## src/rtl/segment_led_capture.sv

```systemverilog
// Receive side of a scanned (multiplexed) 7-segment display bus.
// The segment and digit-select lines are synchronized and their polarity is
// normalized. A digit pattern is stored only after the combined bus has held
// the same value for SETTLE_CYCLES samples, so ghosting is rejected during
// digit switch-over. Frame completion and loss of scanning are also reported.

module segment_led_capture #(
   parameter int   NUMBER_OF_SEGMENTS = 8,
   parameter int   NUMBER_OF_DIGITS   = 4,
   parameter logic CATHODE_COMMON     = 1'b1,
   parameter logic SEGMENT_ACTIVE_LOW = 1'b0,
   parameter int   SETTLE_CYCLES      = 4,
   parameter int   TIMEOUT_CYCLES     = 65535
) (
   input  logic                          clock,
   input  logic                          reset,
   input  logic [NUMBER_OF_SEGMENTS-1:0] segment_in,
   input  logic [NUMBER_OF_DIGITS-1:0]   digit_selector_in,
   output logic [NUMBER_OF_SEGMENTS-1:0] digits_out [0:NUMBER_OF_DIGITS-1],
   output logic [NUMBER_OF_DIGITS-1:0]   digit_valid_out,
   output logic                          frame_done_out,
   output logic                          stale_out
);

   localparam int NSEG      = NUMBER_OF_SEGMENTS;
   localparam int NDIG      = NUMBER_OF_DIGITS;
   localparam int SAMPLE_W  = NSEG + NDIG;
   localparam int SETTLE_W  = $clog2(SETTLE_CYCLES + 1);
   localparam int TIMEOUT_W = $clog2(TIMEOUT_CYCLES + 1);

   localparam logic [1:0] ST_WAIT   = 2'd0;
   localparam logic [1:0] ST_SETTLE = 2'd1;
   localparam logic [1:0] ST_HOLD   = 2'd2;

   localparam logic [SETTLE_W-1:0]  SETTLE_LAST = SETTLE_W'(SETTLE_CYCLES - 1);
   localparam logic [TIMEOUT_W-1:0] TIMEOUT_MAX = TIMEOUT_W'(TIMEOUT_CYCLES);
   localparam logic [TIMEOUT_W-1:0] TIMEOUT_PRE = TIMEOUT_W'(TIMEOUT_CYCLES - 1);

   logic [NSEG-1:0]      seg_meta_q, seg_meta_d;
   logic [NSEG-1:0]      seg_sync_q, seg_sync_d;
   logic [NDIG-1:0]      sel_meta_q, sel_meta_d;
   logic [NDIG-1:0]      sel_sync_q, sel_sync_d;
   logic [SAMPLE_W-1:0]  prev_sample_q, prev_sample_d;
   logic [1:0]           state_q, state_d;
   logic [SETTLE_W-1:0]  settle_count_q, settle_count_d;
   logic [TIMEOUT_W-1:0] timeout_count_q, timeout_count_d;
   logic [NSEG-1:0]      digits_q [0:NDIG-1];
   logic [NSEG-1:0]      digits_d [0:NDIG-1];
   logic [NDIG-1:0]      digit_valid_q, digit_valid_d;
   logic [NDIG-1:0]      mask_q, mask_d;
   logic                 frame_done_q, frame_done_d;
   logic                 stale_q, stale_d;

   logic [NDIG-1:0]      sel_norm;
   logic [NSEG-1:0]      seg_norm;
   logic [SAMPLE_W-1:0]  sample;
   logic                 sel_valid;
   logic                 sample_changed;
   logic                 latch;
   logic [NDIG-1:0]      mask_next;

   // Two-stage synchronizer feed plus the history used to detect a steady bus.
   always_comb begin
      seg_meta_d    = segment_in;
      seg_sync_d    = seg_meta_q;
      sel_meta_d    = digit_selector_in;
      sel_sync_d    = sel_meta_q;
      sel_norm      = CATHODE_COMMON ? ~sel_sync_q : sel_sync_q;
      seg_norm      = SEGMENT_ACTIVE_LOW ? ~seg_sync_q : seg_sync_q;
      sample        = {sel_norm, seg_norm};
      sel_valid     = $onehot(sel_norm);
      sample_changed = (sample != prev_sample_q);
      prev_sample_d = sample;
   end

   // Settle tracking: a valid sample starts a run, and the run latches once it reaches SETTLE_CYCLES.
   always_comb begin
      state_d        = state_q;
      settle_count_d = settle_count_q;
      latch          = 1'b0;
      if (!sel_valid) begin
         state_d        = ST_WAIT;
         settle_count_d = '0;
      end else if (sample_changed || (state_q != ST_SETTLE && state_q != ST_HOLD)) begin
         if (SETTLE_CYCLES == 1) begin
            latch          = 1'b1;
            state_d        = ST_HOLD;
            settle_count_d = '0;
         end else begin
            state_d        = ST_SETTLE;
            settle_count_d = SETTLE_W'(1);
         end
      end else if (state_q == ST_SETTLE) begin
         if (settle_count_q == SETTLE_LAST) begin
            latch          = 1'b1;
            state_d        = ST_HOLD;
            settle_count_d = '0;
         end else begin
            settle_count_d = settle_count_q + 1'b1;
         end
      end
   end

   // Capture storage, frame mask and stale timeout bookkeeping.
   always_comb begin
      for (int d = 0; d < NDIG; d++) begin
         digits_d[d] = digits_q[d];
      end
      digit_valid_d   = digit_valid_q;
      mask_d          = mask_q;
      frame_done_d    = 1'b0;
      stale_d         = stale_q;
      timeout_count_d = timeout_count_q;
      mask_next       = mask_q | sel_norm;
      if (latch) begin
         for (int d = 0; d < NDIG; d++) begin
            if (sel_norm[d]) begin
               digits_d[d] = seg_norm;
            end
         end
         digit_valid_d   = digit_valid_q | sel_norm;
         timeout_count_d = '0;
         stale_d         = 1'b0;
         if (&mask_next) begin
            frame_done_d = 1'b1;
            mask_d       = '0;
         end else begin
            mask_d = mask_next;
         end
      end else if (timeout_count_q != TIMEOUT_MAX) begin
         timeout_count_d = timeout_count_q + 1'b1;
         if (timeout_count_q == TIMEOUT_PRE) begin
            stale_d       = 1'b1;
            digit_valid_d = '0;
            mask_d        = '0;
         end
      end
   end

   // State registers with synchronous reset.
   always_ff @(posedge clock) begin
      if (reset) begin
         seg_meta_q      <= '0;
         seg_sync_q      <= '0;
         sel_meta_q      <= '0;
         sel_sync_q      <= '0;
         prev_sample_q   <= '0;
         state_q         <= ST_WAIT;
         settle_count_q  <= '0;
         timeout_count_q <= '0;
         for (int d = 0; d < NDIG; d++) begin
            digits_q[d] <= '0;
         end
         digit_valid_q   <= '0;
         mask_q          <= '0;
         frame_done_q    <= 1'b0;
         stale_q         <= 1'b0;
      end else begin
         seg_meta_q      <= seg_meta_d;
         seg_sync_q      <= seg_sync_d;
         sel_meta_q      <= sel_meta_d;
         sel_sync_q      <= sel_sync_d;
         prev_sample_q   <= prev_sample_d;
         state_q         <= state_d;
         settle_count_q  <= settle_count_d;
         timeout_count_q <= timeout_count_d;
         for (int d = 0; d < NDIG; d++) begin
            digits_q[d] <= digits_d[d];
         end
         digit_valid_q   <= digit_valid_d;
         mask_q          <= mask_d;
         frame_done_q    <= frame_done_d;
         stale_q         <= stale_d;
      end
   end

   assign digits_out      = digits_q;
   assign digit_valid_out = digit_valid_q;
   assign frame_done_out  = frame_done_q;
   assign stale_out       = stale_q;

endmodule

```

## config.mk

```make
export PLATFORM = sky130hd
export DESIGN_NAME = segment_led_capture
export DESIGN_NICKNAME = d
export VERILOG_FILES = /design/src/rtl/segment_led_capture.sv
export SDC_FILE = /design/constraint.sdc
export NUM_CORES = 1
export LEC_CHECK = 0
export BUFFER_PORTS_ARGS = -buffer_cell sky130_fd_sc_hd__buf_2
export CAP_MARGIN = 5
export CORE_AREA = 2 2 118 120
export CTS_CLUSTER_DIAMETER = 120
export DETAILED_ROUTE_END_ITERATION = 8
export DIE_AREA = 0 0 120 122
export PLACE_DENSITY = 0.53
export SETUP_SLACK_MARGIN = 0.4
export SLEW_MARGIN = 40
export SYNTH_ARGS = -nofsm -noshare
export SYNTH_HDL_FRONTEND = slang
export SYNTH_SLANG_ARGS = --single-unit
```

## constraint.sdc

```tcl
create_clock -name clock -period 3.54 [get_ports clock]
set_input_delay 0.708 -clock clock [delete_from_list [all_inputs] [get_ports clock]]
set_output_delay 0.708 -clock clock [all_outputs]
set_load 0.02 [all_outputs]
```

==> results by group, run 1 <==
Critical path
  – Reg2Reg Depth: 10
  – Worst r2r src: sel_sync_q[0]
  – Cell mode on critical path: ha_1
  – Crit Path Class: register to register
  – Worst setup path endpoint: digits_out[14]
  – CP endpoint kind: register
  – Slowest CP cell: fa_1
  – Worst reg-to-reg setup slack: 0.63 ns
  – CP Launch Type: register
  – CP startpoint: sel_sync_q[0]
  – Worst Path Max Fanout: 9
  – CP Data Required Time: 3.81 ns
  – Arrival time at the worst endpoint: 3.18 ns
  – Slowest stage delay, CP: 0.55 ns
  – Worst r2r dst: digits_out[14]
  – CP cell instances: fa_1 -> inv_1 -> ha_1 -> ha_1 -> or3b_1 -> nor2_2 -> nand4b_4 -> nor3_2 -> buf_4 -> mux2i_1

Timing
  – Setup-failing EPs final: 0
  – Final hold vios: 0
  – Minimum clock period: 2.91 ns
  – Period utilization: 0.821
  – Max-slew violations: 0
  – Setup WS post-layout: 0.635 ns
  – Unrepaired setup endpoints after global routing: false
  – Max-slew headroom: 0.491
  – Fin Hold WS: 0.437 ns
  – Peak Freq: 0.344 GHz
  – Clock Skew: 0.0105 ns
  – Worst Max-Slew Pin Slew: 0.757 ns
  – Setup TNS Final: 0 ns

Floorplan
  – Area of the core: 13500 sq um
  – IO Pins: 52
  – Die width: 120 microns
  – Chip height: 122 microns
  – Die area: 14600 sq um
  – Standard-cell rows: 43
  – Starting density of the core: 0.291

Synthesis
  – Synth Instances: 383
  – Cell with the most instances after synthesis: dfxtp_1
  – Synth Area in Simple Gates: 0.237
  – FF+latch count, synth: 99
  – Largest area contributor in the netlist: dfxtp_1
  – Top cells by area, synth: dfxtp_1, mux2i_1, nand2b_1, nor2b_1, nor2_1
  – Synth unique cells: 47
  – Main synth FF type: dfxtp_1
  – Net Count, Synth: 404
  – Area share of fa/ha/maj cells after synthesis: 0.0242
  – Compound-Gate Fraction of Synth Area: 0.0520
  – Top cells by instance count after synthesis: dfxtp_1, nand2b_1, mux2i_1
  – Yosys warning count: 0
  – Mux cell area share after synthesis: 0.0842
  – Mapped cell area: 3920 sq um
  – Seq/Total Area, Yosys: 0.505
  – Post-synth EDFFs: 0
  – XOR/XNOR Fraction of Synth Area: 0.0510
  – Post-synth ARST share: 0
  – Avg Cell Area, Syn: 10.2 sq um
  – Largest family of logic cells by synthesized area: simple AND/OR/NAND/NOR gates
  – Area fraction of the dominant cell type after synthesis: 0.505

Clocking
  – Post-CTS Hold Fix Bufs: 0
  – CTS tree: done
  – CTS clock-pin slew for the worst setup and hold paths: 0.07 ns
  – CTS max path bufs: 2
  – Clk root buf: clkbuf_16
  – Total clock sinks: 99
  – Cts bufs inserted: 9
  – Clk_lat worst skew: 0.35 ns
  – H-tree levels: 3

Layout
  – Area Growth Syn to Fin: 18.5%
  – Layout cells sized above 1: 0.199
  – Non-filler cells, final: 617
  – Final design utilization: 0.344
  – ANT cells: 0
  – Final Instance Area: 4650 sq um
  – Nets: 453

Power and ir drop
  – Power, Total: 2.25 mW
  – Max rail drop VDD: 0.256 mV
  – Power Density: 484 nW/um^2
  – Pleak: 1.88 nW

Routing
  – Drt total wl: 7540 microns
  – DR vias: 2655
  – DRC: 0
  – Routed WL per cell: 12.2 microns
  – Iter 0 DRT Violations: 174
  – DR vias/cell: 4.30
  – DRT antenna net count: 0
  – DRT Pass-1 Iters: 4

Placed design
  – Pre-CTS setup slack: 0.418 ns
  – Dpl cells: 601
  – HPWL after detailed placement: 5390 microns
  – Count of port buffers added during placement: 51
  – Placed Area: 4330 sq um
  – Placer Congestion: 0.818

GRT
  – Largest net degree at the start of global routing: 53
  – First-pass GRT wire length: 12300 microns
  – Tot GR Track Use: 0.108
  – Number of global-route vias before repair: 2529
  – Global route total overflow: 0
  – Initial antenna violation count: 0

Run status
  – Status: complete, no violations

Flow run
  – Max_cap viols: 0

Min path
  – Hold crit path type: register to register
-- final cells by class --
class	instances	area, sq um
clock buffer	11	253
clock inverter	5	60.1
fill	1387	8850
inverter	19	71.3
multi-input combinational	247	1760
sequential	99	1980
tap	180	225
timing repair buffer	56	295
-- cells by family after synthesis --
family,Yosys count
adders and majority gates,7
and+or+nand+nor,158
xor gates and xnor gates,22
AOI/OAI and AO/OA,27
DFF,99
buffers and inverters,37
muxes,33
-- power breakdown --
| group | internal [mW] | total, mW | switching, mW | leakage (nW) |
|---|---|---|---|---|
| Clock | 0.590 | 1.01 | 0.418 | 0.157 |
| Combinational | 0.0419 | 0.0925 | 0.0506 | 0.919 |
| Sequential | 1.14 | 1.15 | 0.0142 | 0.805 |
-- timing repair --
item                       CTS  global route
setup endpoints to repair    0            18
resized for setup            0             2
buffers inserted             0             0
-- layout by cell type, fill, tap and decap left out, types with 4 or more instances in the layout --
cell type and instances:
dfxtp_1 99, buf_2 50, nand2b_1 40, mux2i_1 33
nor2_1 30, nor2b_1 26, inv_1 19, nand2_1 13
xor2_1 11, xnor2_1 10, nand3_1 9, nand4_1 9
clkbuf_16 9, ha_1 6, buf_4 6, a21oi_1 5
nor3_1 5, a211oi_1 4, nor3_2 4, o2111ai_1 4
o211ai_1 4
-- metal layers --
| metal | up-vias | track usage | part of all wire |
|---|---|---|---|
| met3 | 9 | 0.0417 | 0.054 |
| li1 | 1377 | - | - |
| met2 | 48 | 0.165 | 0.44 |
| met5 | - | 0 | 0 |
| met4 | 0 | 0.0375 | 0.015 |
| met1 | 1221 | 0.139 | 0.49 |
-- critical path, delay by kind of cell, from the launching register on --
| family | cells | cell delay, ns |
|---|---|---|
| adders and majority gates | 3 | 1.01 |
| buffers and inverters | 2 | 0.29 |
| DFF | 1 | 0.38 |
| muxes | 1 | 0.20 |
| and+or+nand+nor | 4 | 0.96 |
-- worst min path at each step --
stage             startpoint          end  cells after the start
2_1_floorplan  seg_meta_q[0]  seg_norm[0]                      1
5_1_grt        seg_meta_q[4]  seg_norm[4]                      1
4_1_cts        seg_meta_q[3]  seg_norm[3]                      1
6_report       seg_meta_q[4]  seg_norm[4]                      1
3_5_place_dp   seg_meta_q[4]  seg_norm[4]                      1
3_3_place_gp   seg_meta_q[2]  seg_norm[2]                      1
-- state kept, by name, summed over array words and instances, names as in the netlist --
| signal | flops |
|---|---|
| digit_valid_out | 4 |
| digits_out | 32 |
| frame_done_out | 1 |
| mask_q | 4 |
| prev_sample_q | 12 |
| seg_meta_q | 8 |
| seg_norm | 8 |
| sel_meta_q | 4 |
| sel_sync_q | 4 |
| settle_count_q | 3 |
| stale_out | 1 |
| state_q | 2 |
| timeout_count_q | 16 |
Power figures use the tool's default switching activity.
==> run 2, diff against run 1 <==
--- a/config.mk
+++ b/config.mk
@@ -5,12 +5,13 @@
 export SDC_FILE = /design/constraint.sdc
 export NUM_CORES = 1
 export LEC_CHECK = 0
+export ABC_AREA = 1
 export BUFFER_PORTS_ARGS = -buffer_cell sky130_fd_sc_hd__buf_2
 export CAP_MARGIN = 5
-export CORE_AREA = 2 2 118 120
+export CORE_AREA = 2 2 123 125
 export CTS_CLUSTER_DIAMETER = 120
 export DETAILED_ROUTE_END_ITERATION = 8
-export DIE_AREA = 0 0 120 122
+export DIE_AREA = 0 0 125 127
 export PLACE_DENSITY = 0.53
 export SETUP_SLACK_MARGIN = 0.4
 export SLEW_MARGIN = 40
==> constraint.sdc (replaced) <==
create_clock -name clock -period 2.95 [get_ports clock]
set_input_delay 0.59 -clock clock [delete_from_list [all_inputs] [get_ports clock]]
set_output_delay 0.59 -clock clock [all_outputs]
set_load 0.02 [all_outputs]
==> results by group, run 2 <==
Run status
  – Status: complete, no violations (unchanged)

Clocking
  – Cts bufs inserted: 9 (unchanged)
  – H-tree levels: 3 (unchanged)
  – CTS tree: done (unchanged)
  – Total clock sinks: 99 (unchanged)
  – CTS clock-pin slew for the worst setup and hold paths: 0.07 ns (about the same)
  – Post-CTS Hold Fix Bufs: 0 (unchanged)
  – CTS max path bufs: 2 (unchanged)
  – Clk root buf: clkbuf_16 (unchanged)
  – Clk_lat worst skew: 0.35 ns (about the same)

Synthesis
  – Area fraction of the dominant cell type after synthesis: 0.463 (was 0.505)
  – Seq/Total Area, Yosys: 0.463 (was 0.505)
  – Synth Instances: 604 (was 383)
  – Top cells by area, synth: dfxtp_1, nor2_1, nand2_1, inv_1, nand4_4 (was dfxtp_1, mux2i_1, nand2b_1, nor2b_1, nor2_1)
  – Post-synth ARST share: 0 (unchanged)
  – Avg Cell Area, Syn: 7.08 sq um (was 10.2 sq um)
  – Net Count, Synth: 625 (was 404)
  – Mapped cell area: 4280 sq um (was 3920 sq um)
  – Synth unique cells: 34 (was 47)
  – Yosys warning count: 0 (unchanged)
  – FF+latch count, synth: 99 (unchanged)
  – Largest area contributor in the netlist: dfxtp_1 (unchanged)
  – Post-synth EDFFs: 0 (unchanged)
  – Main synth FF type: dfxtp_1 (unchanged)
  – Top cells by instance count after synthesis: nor2_1, nand2_1, dfxtp_1 (was dfxtp_1, nand2b_1, mux2i_1)
  – Cell with the most instances after synthesis: nor2_1 (was dfxtp_1)

Layout
  – Most common cell after layout, fill and taps aside: nor2_1 (was dfxtp_1)
  – Non-filler cells, final: 856 (was 617)
  – Layout cells sized above 1: 0.179 (was 0.199)
  – Max reg flops: 32 (unchanged)
  – Area Growth Syn to Fin: 19.8% (was 18.5%)
  – Sequential cell area: 1990 sq um (was 1980 sq um)
  – Final design utilization: 0.355 (was 0.344)
  – # fillers: 1551 (was 1387)
  – Most frequent cells in the layout: nor2_1, nand2_1, dfxtp_1, inv_1, buf_2 (was dfxtp_1, buf_2, nand2b_1, mux2i_1, nor2_1)
  – Final Instance Area: 5120 sq um (was 4650 sq um)
  – Multi-input gate area: 1870 sq um (was 1760 sq um)
  – Nets: 689 (was 453)
  – ANT cells: 0 (unchanged)

Critical path
  – CP Launch Type: register (unchanged)
  – Worst r2r src: sel_sync_q[1] (was sel_sync_q[0])
  – Cell depth of the worst setup path: 12 (was 10)
  – Arrival time at the worst endpoint: 2.61 ns (was 3.18 ns)
  – Reg2Reg Depth: 12 (was 10)
  – Cell mode on critical path: nor2_1 (was ha_1)
  – Worst reg-to-reg setup slack: 0.58 ns (was 0.63 ns)
  – CP bufs+invs: 3 (was 2)
  – Crit Path Class: register to register (unchanged)
  – Worst Path Max Fanout: 8 (was 9)
  – CP endpoint kind: register (unchanged)
  – CP Data Required Time: 3.19 ns (was 3.81 ns)
  – Family with the most delay on the worst path: adder cells (unchanged)
  – CP cell instances: fa_1 -> inv_1 -> ha_2 -> ha_4 -> nor2_1 -> nand2_1 -> nor2_4 -> buf_12 -> nand4_1 -> buf_4 -> nor2_1 -> nor2_1 (was fa_1 -> inv_1 -> ha_1 -> ha_1 -> or3b_1 -> nor2_2 -> nand4b_4 -> nor3_2 -> buf_4 -> mux2i_1)
  – Slowest stage delay, CP: 0.53 ns (was 0.55 ns)
  – Slowest CP cell: fa_1 (unchanged)
  – CP startpoint: sel_sync_q[1] (was sel_sync_q[0])
  – Worst setup path endpoint: digits_out[18] (was digits_out[14])
  – Worst r2r dst: digits_out[18] (was digits_out[14])

Routing
  – DR vias: 3663 (was 2655)
  – Met3 wire length: 507 microns (was 404 microns)
  – DRC: 0 (unchanged)
  – Max layer used: met4 (unchanged)
  – Drt total wl: 10100 microns (was 7540 microns)
  – DRT antenna net count: 0 (unchanged)
  – Routed WL per cell: 11.8 microns (was 12.2 microns)
  – DRT Pass-1 Iters: 4 (unchanged)
  – Metal-1 WL: 4390 microns (was 3730 microns)
  – Iter 0 DRT Violations: 213 (was 174)
  – Met2 wire length: 5030 microns (was 3290 microns)
  – DR vias/cell: 4.28 (was 4.30)

Power and ir drop
  – Power, Total: 2.62 mW (was 2.25 mW)
  – Pleak: 2.57 nW (was 1.88 nW)
  – Power Density: 511 nW/um^2 (was 484 nW/um^2)
  – Max rail drop VDD: 0.285 mV (was 0.256 mV)

Timing
  – Final hold vios: 0 (unchanged)
  – Setup-failing EPs final: 0 (unchanged)
  – Setup WS post-layout: 0.581 ns (was 0.635 ns)
  – Minimum clock period: 2.37 ns (was 2.91 ns)
  – Max-slew violations: 0 (unchanged)
  – Clock Skew: 0.0116 ns (was 0.0105 ns)
  – Unrepaired setup endpoints after global routing: false (unchanged)
  – Worst Max-Slew Pin Slew: 0.770 ns (was 0.757 ns)
  – Max-slew headroom: 0.483 (was 0.491)
  – Setup TNS Final: 0 ns (unchanged)
  – Period utilization: 0.803 (was 0.821)
  – Peak Freq: 0.422 GHz (was 0.344 GHz)
  – Fin Hold WS: 0.405 ns (was 0.437 ns)

GRT
  – Number of global-route vias before repair: 3598 (was 2529)
  – First-pass GRT wire length: 17000 microns (was 12300 microns)
  – Global route total overflow: 0 (unchanged)
  – Initial antenna violation count: 0 (unchanged)
  – Largest net degree at the start of global routing: 37 (was 53)
  – Tot GR Track Use: 0.134 (was 0.108)

Placed design
  – Dpl cells: 832 (was 601)
  – Count of port buffers added during placement: 51 (unchanged)
  – Placed Area: 4740 sq um (was 4330 sq um)
  – Pre-CTS setup slack: 0.182 ns (was 0.418 ns)
  – Placer Congestion: 0.884 (was 0.818)
  – HPWL after detailed placement: 7180 microns (was 5390 microns)

Floorplan
  – IO Pins: 52 (unchanged)
  – Standard-cell rows: 44 (was 43)
  – Starting density of the core: 0.297 (was 0.291)
  – Area of the core: 14400 sq um (was 13500 sq um)
  – Die width: 125 microns (was 120 microns)
  – Chip height: 127 microns (was 122 microns)
  – Die area: 15900 sq um (was 14600 sq um)

Flow run
  – Max_cap viols: 0 (unchanged)

Min path
  – Hold crit path type: register to register (unchanged)
## run 2: changes by cell type after synthesis, moves of 5 or more
| cell | before | now |
|---|---|---|
| mux2i_1 | 33 | 1 |
| inv_2 | 0 | 14 |
| nand2_1 | 13 | 143 |
| inv_1 | 19 | 95 |
| nor2_1 | 31 | 144 |
| nand2b_1 | 40 | 0 |
| or2_2 | 1 | 8 |
| xor2_1 | 11 | 5 |
| nand3_1 | 9 | 14 |
| nor2b_1 | 26 | 0 |
| a31oi_1 | 0 | 5 |
| a21oi_1 | 5 | 11 |
| xnor2_1 | 10 | 3 |
## run 2: final cells by class
class                   instances  share of cell area
multi-input cells             386               0.365
clock buffers                  13              0.0488
well taps                     184              0.0449
clock inverters                 2             0.00244
repair buffers                 62              0.0698
inverters                     110              0.0806
flip-flops and latches         99               0.389
## run 2: worst min-delay path: cells and delay by family, from the launching register on
kind | cells | cell delay [ns]
flip-flops | 1 | 0.29
buffers and inverters | 1 | 0.04
AND/OR/NAND/NOR | 1 | 0.03
## run 2: how the worst min path moves through the flow
stage / slack [ns] / end / startpoint / depth (start not counted)
floorplan: 0.39 / seg_norm[0] / seg_meta_q[0] / 2
global placement: 0.40 / seg_norm[2] / seg_meta_q[2] / 2
detailed placement: 0.40 / sel_sync_q[2] / sel_meta_q[2] / 2
CTS: 0.41 / seg_norm[3] / seg_meta_q[3] / 2
global route: 0.42 / sel_sync_q[2] / sel_meta_q[2] / 2
finish: 0.41 / seg_norm[3] / seg_meta_q[3] / 2
## run 2: timing repair
item | CTS | global route
setup endpoints to repair | 37 | 50
gates resized for setup | 0 | 10
pin swaps | 5 | 6
cloned | 0 | 1
setup buffers | 6 | 2
## run 2: per-layer routing
metal	up-vias	GRT usage
li1	1935	-
met1	1654	0.159
met2	61	0.226
met3	13	0.0406
met4	0	0.0536
met5	-	0
## run 2: where the power goes
part	internal (mW)	leakage, nW	switching (mW)
sequential	1.36	0.807	0.0275
combinational	0.0517	1.63	0.0962
clock	0.590	0.126	0.489
total	2.00	2.57	0.613
## run 2: cells by family after synthesis
logic type	synth area share
compound gates	0.0287
xor+xnor	0.0164
fa+ha+maj	0.0222
buf+inv	0.108
flops	0.463
mux	0.00234
simple gates	0.359
